==> src/rtl/instr_fetch_pkg.sv <==
// Shared definitions for the fetch stage: state encoding, NOP bubble word and bus widths.
// Imported by the fetch top, its skid buffer and the instruction-memory interface.
package instr_fetch_pkg;

   localparam int INSTR_WIDTH       = 32;
   localparam int FETCH_STATE_WIDTH = 2;

   localparam logic [INSTR_WIDTH-1:0] INSTR_NOP = 32'h0000_0013;

   typedef enum logic [FETCH_STATE_WIDTH-1:0] {
      S_REQ  = 2'd0,
      S_WAIT = 2'd1,
      S_HOLD = 2'd2
   } fetch_state_e;

endpackage

==> src/rtl/instr_fetch_if.sv <==
// Instruction-memory request/response bus between the fetch stage (master) and memory (slave).
interface instr_fetch_if
   import instr_fetch_pkg::*;
#(
   parameter int N = 32
);

   logic                   imem_req_valid;
   logic                   imem_req_ready;
   logic [N-1:0]           imem_addr;
   logic                   imem_resp_valid;
   logic [INSTR_WIDTH-1:0] imem_resp_data;

   modport master (
      output imem_req_valid,
      output imem_addr,
      input  imem_req_ready,
      input  imem_resp_valid,
      input  imem_resp_data
   );

   modport slave (
      input  imem_req_valid,
      input  imem_addr,
      output imem_req_ready,
      output imem_resp_valid,
      output imem_resp_data
   );

endinterface

==> src/rtl/instr_fetch_skid.sv <==
// One-entry instruction+PC buffer that catches a returning word while the decoder is stalled.
module instr_fetch_skid
   import instr_fetch_pkg::*;
#(
   parameter int N = 32
) (
   input  logic                   clk,
   input  logic                   rst,
   input  logic                   load,
   input  logic                   unload,
   input  logic                   clear,
   input  logic [INSTR_WIDTH-1:0] load_instr,
   input  logic [N-1:0]           load_pc,
   output logic [INSTR_WIDTH-1:0] instr,
   output logic [N-1:0]           pc,
   output logic                   valid
);

   // A redirect clear wins over a load arriving in the same cycle.
   always_ff @(posedge clk) begin
      if (!rst) begin
         valid <= 1'b0;
         instr <= INSTR_NOP;
         pc    <= '0;
      end else if (clear) begin
         valid <= 1'b0;
      end else if (load) begin
         valid <= 1'b1;
         instr <= load_instr;
         pc    <= load_pc;
      end else if (unload) begin
         valid <= 1'b0;
      end
   end

endmodule

==> src/rtl/instr_fetch.sv <==
// Fetch stage: owns the PC, keeps one instruction-memory read in flight and fills the
// instruction register feeding instr_decoder, with stall skid, branch redirect and stale-response drop.
module instr_fetch
   import instr_fetch_pkg::*;
#(
   parameter int           N        = 32,
   parameter logic [N-1:0] RESET_PC = '0,
   parameter int           PC_STEP  = 4
) (
   input  logic                   clk,
   input  logic                   rst,
   instr_fetch_if.master          imem,
   input  logic                   stall,
   input  logic                   branch_taken,
   input  logic [N-1:0]           branch_target,
   output logic [INSTR_WIDTH-1:0] instr,
   output logic [N-1:0]           instr_pc,
   output logic                   instr_valid,
   output logic                   controlOverride
);

   localparam logic [N-1:0] PC_INC = N'(PC_STEP);

   fetch_state_e           state;
   logic [N-1:0]           pc;
   logic                   drop;
   logic                   req_fire;
   logic                   skid_load;
   logic                   skid_unload;
   logic                   skid_clear;
   logic [INSTR_WIDTH-1:0] skid_instr;
   logic [N-1:0]           skid_pc;
   logic                   skid_valid;

   assign imem.imem_req_valid = rst && (state == S_REQ);
   assign imem.imem_addr      = pc;
   assign req_fire            = imem.imem_req_valid && imem.imem_req_ready;
   assign controlOverride     = !instr_valid;

   always_comb begin
      skid_load   = 1'b0;
      skid_unload = 1'b0;
      skid_clear  = branch_taken;
      if (!branch_taken) begin
         case (state)
            S_WAIT:  skid_load   = imem.imem_resp_valid && !drop && stall && instr_valid;
            S_HOLD:  skid_unload = !stall;
            default: ;
         endcase
      end
   end

   instr_fetch_skid #(.N(N)) u_skid (
      .clk        (clk),
      .rst        (rst),
      .load       (skid_load),
      .unload     (skid_unload),
      .clear      (skid_clear),
      .load_instr (imem.imem_resp_data),
      .load_pc    (pc),
      .instr      (skid_instr),
      .pc         (skid_pc),
      .valid      (skid_valid)
   );

   // A redirect overrides everything; if a read is (or just became) outstanding we must
   // wait for it and throw it away, otherwise the next request goes straight to the target.
   always_ff @(posedge clk) begin
      if (!rst) begin
         state       <= S_REQ;
         pc          <= RESET_PC;
         drop        <= 1'b0;
         instr       <= INSTR_NOP;
         instr_pc    <= '0;
         instr_valid <= 1'b0;
      end else if (branch_taken) begin
         pc          <= branch_target;
         instr       <= INSTR_NOP;
         instr_valid <= 1'b0;
         if ((state == S_WAIT && !imem.imem_resp_valid) || (state == S_REQ && req_fire)) begin
            drop  <= 1'b1;
            state <= S_WAIT;
         end else begin
            drop  <= 1'b0;
            state <= S_REQ;
         end
      end else begin
         if (!stall) begin
            instr_valid <= 1'b0;
            instr       <= INSTR_NOP;
         end
         case (state)
            S_REQ: begin
               if (req_fire) begin
                  state <= S_WAIT;
               end
            end
            S_WAIT: begin
               if (imem.imem_resp_valid) begin
                  if (drop) begin
                     drop  <= 1'b0;
                     state <= S_REQ;
                  end else if (!stall || !instr_valid) begin
                     instr       <= imem.imem_resp_data;
                     instr_pc    <= pc;
                     instr_valid <= 1'b1;
                     pc          <= pc + PC_INC;
                     state       <= S_REQ;
                  end else begin
                     pc    <= pc + PC_INC;
                     state <= S_HOLD;
                  end
               end
            end
            S_HOLD: begin
               if (!stall && skid_valid) begin
                  instr       <= skid_instr;
                  instr_pc    <= skid_pc;
                  instr_valid <= 1'b1;
                  state       <= S_REQ;
               end
            end
            default: state <= S_REQ;
         endcase
      end
   end

endmodule

==> src/flat_wrapper.sv <==
// flat-port wrapper written by rule: the top's interface ports become plain ports
module instr_fetch_flat import instr_fetch_pkg::*;
#(
   parameter int           N        = 32,
   parameter logic [N-1:0] RESET_PC = '0,
   parameter int           PC_STEP  = 4
)
  (clk, rst, stall, branch_taken, branch_target, instr, instr_pc, instr_valid, controlOverride, imem_imem_req_valid, imem_imem_addr, imem_imem_req_ready, imem_imem_resp_valid, imem_imem_resp_data);
  instr_fetch_if #(.N(N)) imem_i ();
  input  logic clk;
  input  logic rst;
  input  logic stall;
  input  logic branch_taken;
  input  logic [N-1:0] branch_target;
  output logic [INSTR_WIDTH-1:0] instr;
  output logic [N-1:0] instr_pc;
  output logic instr_valid;
  output logic controlOverride;
  output wire logic [$bits(imem_i.imem_req_valid)-1:0] imem_imem_req_valid;
  output wire logic [$bits(imem_i.imem_addr)-1:0] imem_imem_addr;
  input wire logic [$bits(imem_i.imem_req_ready)-1:0] imem_imem_req_ready;
  input wire logic [$bits(imem_i.imem_resp_valid)-1:0] imem_imem_resp_valid;
  input wire logic [$bits(imem_i.imem_resp_data)-1:0] imem_imem_resp_data;
  assign imem_imem_req_valid = imem_i.imem_req_valid;
  assign imem_imem_addr = imem_i.imem_addr;
  assign imem_i.imem_req_ready = imem_imem_req_ready;
  assign imem_i.imem_resp_valid = imem_imem_resp_valid;
  assign imem_i.imem_resp_data = imem_imem_resp_data;
  instr_fetch #(.N(N), .RESET_PC(RESET_PC), .PC_STEP(PC_STEP)) u_core (.clk(clk), .rst(rst), .imem(imem_i), .stall(stall), .branch_taken(branch_taken), .branch_target(branch_target), .instr(instr), .instr_pc(instr_pc), .instr_valid(instr_valid), .controlOverride(controlOverride));
endmodule
==> config.mk <==
export PLATFORM = sky130hd
export DESIGN_NAME = instr_fetch_flat
export DESIGN_NICKNAME = d
export VERILOG_FILES = /design/src/rtl/instr_fetch_pkg.sv /design/src/rtl/instr_fetch_if.sv /design/src/rtl/instr_fetch_skid.sv /design/src/rtl/instr_fetch.sv /design/src/flat_wrapper.sv
export SDC_FILE = /design/constraint.sdc
export NUM_CORES = 1
export LEC_CHECK = 0
export CAP_MARGIN = 20
export CORE_UTILIZATION = 43
export CTS_BUF_LIST = sky130_fd_sc_hd__clkbuf_16
export DETAILED_ROUTE_END_ITERATION = 10
export PLACE_DENSITY = 0.69
export RECOVER_POWER = 25
export SKIP_LAST_GASP = 1
export SYNTH_ARGS = -nofsm -noshare
export SYNTH_HDL_FRONTEND = slang
export SYNTH_SLANG_ARGS = --single-unit
export TNS_END_PERCENT = 50
==> constraint.sdc <==
create_clock -name clk -period 2.35 [get_ports clk]
set_clock_uncertainty 0.15 [all_clocks]
set_input_delay 0.235 -clock clk [delete_from_list [all_inputs] [get_ports clk]]
set_output_delay 0.235 -clock clk [all_outputs]
set_load 0.02 [all_outputs]
==> results of run 1 <==
## worst max-delay path, cell delays in order, from the launching register on
cell             delay, ps
dfxtp_1                320
inv_1                  120
ha_2                   230
and2_1                 170
clkdlybuf4s50_1        610
## layout make-up
type                       instances  area share, %
multi-input combinational        734           40.8
sequential                       165           31.4
timing repair buffer             210           19.8
clock buffer                      17           4.04
tap                              229           2.72
clock inverter                    13          0.916
inverter                           9          0.321
## flip-flops by register name, indices dropped and copies added, names as in the netlist, 2 cells and up
name / count
u_core.u_skid.instr: 32
u_core.instr_pc: 32
u_core.imem.imem_addr: 32
u_core.u_skid.pc: 32
u_core.state: 2
u_core.instr: 32
## report_power, final
group          total [uW]  internal (uW)  switching (uW)
registers            3010           2900             107
logic                1040            482             554
clock network        2540           1420            1120
## metrics by stage
step                std cells  setup TNS, ps
detailed placement       1344              0
global route             1377          -10.9
floorplan                 989              0
global placement         1344              0
CTS                      1375              0
finish                   1377              0
## worst max-delay path by stage
stage / start / to
6_report: u_core.state[0]$_SDFFE_PN0P_ / imem_imem_req_valid
5_1_grt: u_core.state[1]$_SDFFE_PN0P_ / u_core.imem.imem_addr[25]$_SDFFE_PN0P_
4_1_cts: u_core.state[1]$_SDFFE_PN0P_ / u_core.instr_pc[9]$_SDFFE_PN0P_
3_5_place_dp: u_core.state[1]$_SDFFE_PN0P_ / u_core.instr_pc[9]$_SDFFE_PN0P_
3_3_place_gp: imem_imem_resp_valid / u_core.instr[30]$_SDFF_PP0_
2_1_floorplan: u_core.state[1]$_SDFFE_PN0P_ / u_core.u_skid.pc[4]$_SDFFE_PN0P_
## cell usage after synthesis (4+ instances only)
| master | number |
|---|---|
| nand2_1 | 267 |
| dfxtp_1 | 165 |
| a21oi_1 | 62 |
| a21boi_1 | 57 |
| clkbuf_1 | 51 |
| nand3_1 | 47 |
| o21ai_1 | 37 |
| mux2i_1 | 36 |
| o211a_1 | 33 |
| o21ai_0 | 30 |
| a211oi_1 | 29 |
| a22oi_1 | 29 |
| buf_2 | 27 |
| xor2_1 | 20 |
| nor2_1 | 10 |
| and2_1 | 9 |
| and3_1 | 9 |
| inv_1 | 9 |
| nand4_1 | 9 |
| nor2b_1 | 7 |
| xnor2_1 | 7 |
| a21boi_0 | 4 |
| ha_1 | 4 |
| nor3_4 | 4 |
## metal layers
layer / global-route usage (%) / wire length, um / up-vias
met5: 0 / 0 / -
met4: 7.97 / 265 / 0
met3: 4.86 / 1780 / 23
met2: 37.7 / 10300 / 258
met1: 32.5 / 10300 / 3520
li1: - / - / 3747
## cell families (layout without fill, tap and decap cells)
kind of cell	count (synthesis)	count (layout)	share of synthesized area (%)
AOI/OAI and AO/OA	286	286	24.0
xor gates and xnor gates	27	27	2.97
adders and majority gates	4	4	0.629
muxes	36	36	4.53
and+or+nand+nor	381	381	21.6
buffers and inverters	90	249	4.72
DFF	165	165	41.5
## timing repair
| item | CTS | global route |
|---|---|---|
| buffers inserted | 0 | 1 |
| resized for setup | 0 | 1 |
| hold buffers | 1 | 0 |
| endpoints found under the setup margin | 0 | 23 |
| endpoints found under the hold margin | 3 | 0 |
## cell usage in the layout (no fill, tap or decap), drive strengths merged, types with 9 or more instances in the layout
cell type and count:
and3 9, a211oi 29, o21ai 67, xor2 20, a21boi 61, dlygate4sd3 55, mux2i 36, a22oi 29
clkbuf 20, o211a 33, buf 40, and2 9, a21oi 62, nand3 49, nand4 11, nor2 10
dfxtp 165, clkdlybuf4s50 112, nand2 267, inv 11
==> impl_metrics.ini, run 1 <==
[run]
cap_violations = 0

[layout]
multi_input_area_mm2 = 0.00430
nets = 1211
syn_to_final_growth_pct = 32.3
postLayoutCellArea_mm2 = 0.0105
seqCellArea_mm2 = 0.00330
post-route-util_pct = 58.4
fillers = 1686
n_antenna_cell = 0
drive_above_1_share_pct = 7.49

[worst_hold_path]
whs_path_depth = 3
hold_class = input port to flop
worstHoldStart = stall
hold_end = u_core.instr[2]$_SDFF_PP0_

[placement]
routabilityCongestion = 0.834
io_buffers = 168
pre_cts_slack_ps = 97.5
placed_area_mm2 = 0.00997
dpl.hpwl_um = 14400

[setup_path]
endpoint_kind = output pin
r2r_end = u_core.instr_pc[6]$_SDFFE_PN0P_
reg2reg_from = u_core.state[1]$_SDFFE_PN0P_
crit_type = flop to output pin
critPathMaxFanout = 5
reg2reg_depth = 8
setup.worst_path.start_class = flop
required_ps = 1970
worstPathArrival_ps = 1880
reg2reg_slack_ps = 180

[sta]
post-route-period-util_pct = 96.4
finalSetupViolCount = 0
fin_crit_ps = 2260
hold-worst-slack_ps = 74.9
rsz0062_at_grt = yes
max_slew_margin_pct = 52.4
report.final.slew_viol_count = 0
clock.fmax_ghz = 0.442
worstMarginPinSlew_ps = 714
setup_slack_ps = 85.6
hold_viol_final = 0

[floorplanning]
die_x_um = 138
num_rows = 49
num_io_pins = 169
die_h_um = 138
dieArea_mm2 = 0.0190
coreArea_mm2 = 0.0180
start_util_pct = 44.1

[detailed_routing]
drc = 0
first_iter_violations = 504
vias_per_cell = 5.48
firstDrtPassIters = 5
ant_nets = 0
vias = 7548
wl_per_cell_um = 16.4
totalWireLength_um = 22600

[synth]
yosys.area.top_type = dfxtp_1
synth_ff_type = dfxtp_1
synth_edf_count = 0
syn_area_mm2 = 0.00795
post-synth-top-area-fraction_pct = 41.5
ys_types = 41
synthesis.nets = 1063
seq_area_frac_synth_pct = 41.5
syn_inst = 989
ys_warn_count = 0
synth.ff_latch_count = 165
synth-async-reset-ratio_pct = 0
synth_area_leaders = dfxtp_1, nand2_1, a21boi_1, mux2i_1, o211a_1
syn_area_per_cell_um2 = 8.04

[global_routing]
antenna_found_initial = 0
grt_max_degree = 79
grt_pass1_wl_um = 35500
grt.overflow.total = 0
grtUsageTotal_pct = 23.9
grt_pass1_vias = 6909

[clocking]
cts.sinks = 165
numCtsBuffers = 17
clk_path_buf_depth = 2
htree_levels = 4
root_buffer = clkbuf_16
cts_tree = done
clk_pin_slew_ps = 60
clk-insertion-delay-late_ps = 430

[pwr]
p_per_area_mw_per_mm2 = 626
vdd_drop_max_mv = 0.508
p_leak_uw = 0.00425
total_power_uw = 6580

[status]
outcome = completed
Note: power is estimated with default switching activity, not from simulation.
==> run 2: changes to the inputs <==
CORE_UTILIZATION = 47   (was 43)
PLACE_DENSITY = 0.75   (was 0.69)
==> impl_metrics.ini, run 2 (synthesis results as in run 1) <==
[global_routing]
grt_pass1_wl_um = 35300
grt.overflow.total = 0
grtUsageTotal_pct = 25.2
grt_pass1_vias = 6917
grt_max_degree = 84
antenna_found_initial = 0

[layout]
fillers = 1411
n_antenna_cell = 0
syn_to_final_growth_pct = 32.2
nets = 1210
final_cell_mix = nand2_1, dfxtp_1, clkdlybuf4s50_1
layout_commonest_cell = nand2_1
drive_above_1_share_pct = 7.48

[placement]
io_buffers = 168
routabilityCongestion = 0.838
dpl.hpwl_um = 14200

[detailed_routing]
wl_per_cell_um = 15.9
firstDrtPassIters = 8
ant_nets = 0
drc = 0
first_iter_violations = 582
vias_per_cell = 5.58
totalWireLength_um = 21800
vias = 7633

[floorplanning]
coreArea_mm2 = 0.0165
die_x_um = 132
num_rows = 47
die_h_um = 132
dieArea_mm2 = 0.0174
start_util_pct = 48.1
num_io_pins = 169

[sta]
hold-worst-slack_ps = 44.6
max_slew_margin_pct = 49.2
fin_crit_ps = 2200
clock.fmax_ghz = 0.455
worstMarginPinSlew_ps = 762
finalSetupViolCount = 0
rsz0062_at_grt = yes
post-route-period-util_pct = 93.6
fin_tns_setup_ps = 0
report.final.slew_viol_count = 0
hold_viol_final = 0

[setup_path]
worstPathArrival_ps = 2410
endpoint_kind = flop
setup.worst_path.start_class = flop
critPathMaxFanout = 8
required_ps = 2560
crit_type = flop to flop

[worst_hold_path]
hold_class = input port to flop

[clocking]
htree_levels = 4
clk_pin_slew_ps = 60
clk-insertion-delay-late_ps = 440
cts.sinks = 165
root_buffer = clkbuf_16
cts_tree = done
clk_path_buf_depth = 2
numCtsBuffers = 17

[pwr]
vdd_drop_max_mv = 0.580
p_per_area_mw_per_mm2 = 642
p_leak_uw = 0.00427

[status]
outcome = completed

[run]
cap_violations = 0
-- run 2: cell count changes in the layout (fill, tap and decap cells not counted), moves of 3 or more --
| cell | before | now |
|---|---|---|
| clkdlybuf4s50_1 | 112 | 105 |
| dlygate4sd3_1 | 55 | 60 |
| clkinvlp_4 | 3 | 7 |
| clkinv_2 | 4 | 1 |
-- run 2: per-stage QoR --
step                cells  util [%]  area (um2)  power, uW  setup WS, ps
floorplan             989         -        7950       3610           401
finish               1369      63.6       10500       6740           152
detailed placement   1337      60.3        9960       4120           143
global route         1369      63.6       10500       6990         -1.47
CTS                  1369      63.7       10500       6800          43.3
global placement     1337      60.3        9960       4110           201
-- run 2: repair_timing --
action	in CTS	in global routing
resized for setup	0	1
setup endpoints to repair	0	2
setup buffers	0	0
hold buffers	0	0
-- run 2: critical path, stage by stage (launching register included) --
cell      delay [ps]
dfxtp_1          350
inv_1             90
ha_1             400
nand4b_4         180
nor3_4           290
nand4_2          180
or3_1            350
a31oi_1          150
-- run 2: layout make-up --
type,instances,area [um2],area share (%)
flip-flops and latches,165,3300,31.4
inverters,9,33.8,0.321
well taps,220,275,2.62
clock inverters,15,141,1.34
repair buffers,209,2040,19.4
multi-input cells,734,4290,40.8
clock buffers,17,425,4.05
-- run 2: final timing paths --
path                            slack, ps                                endpoint                              start  cells past startpoint
worst max-delay path                  150  u_core.imem.imem_addr[28]$_SDFFE_PN0P_       u_core.state[1]$_SDFFE_PN0P_                      7
worst min-delay path                   40  u_core.imem.imem_addr[29]$_SDFFE_PN0P_                                rst                      3
worst max register to register        150  u_core.imem.imem_addr[28]$_SDFFE_PN0P_       u_core.state[1]$_SDFFE_PN0P_                      7
worst min register to register        300       u_core.u_skid.pc[30]$_SDFFE_PN0P_  u_core.u_skid.pc[30]$_SDFFE_PN0P_                      2
-- run 2: layer usage --
layer	vias up	part of all wire (%)	global-route usage [%]
li1	3746	-	-
met1	3584	45	32.8
met2	275	46	40.3
met3	28	7.5	6.61
met4	0	1.4	8.59
met5	-	0	0
-- run 2: power by group --
part / switching [uW] / internal, uW / total (uW)
Sequential: 98.5 / 2900 / 3000
Combinational: 552 / 479 / 1030
Clock: 1170 / 1540 / 2710
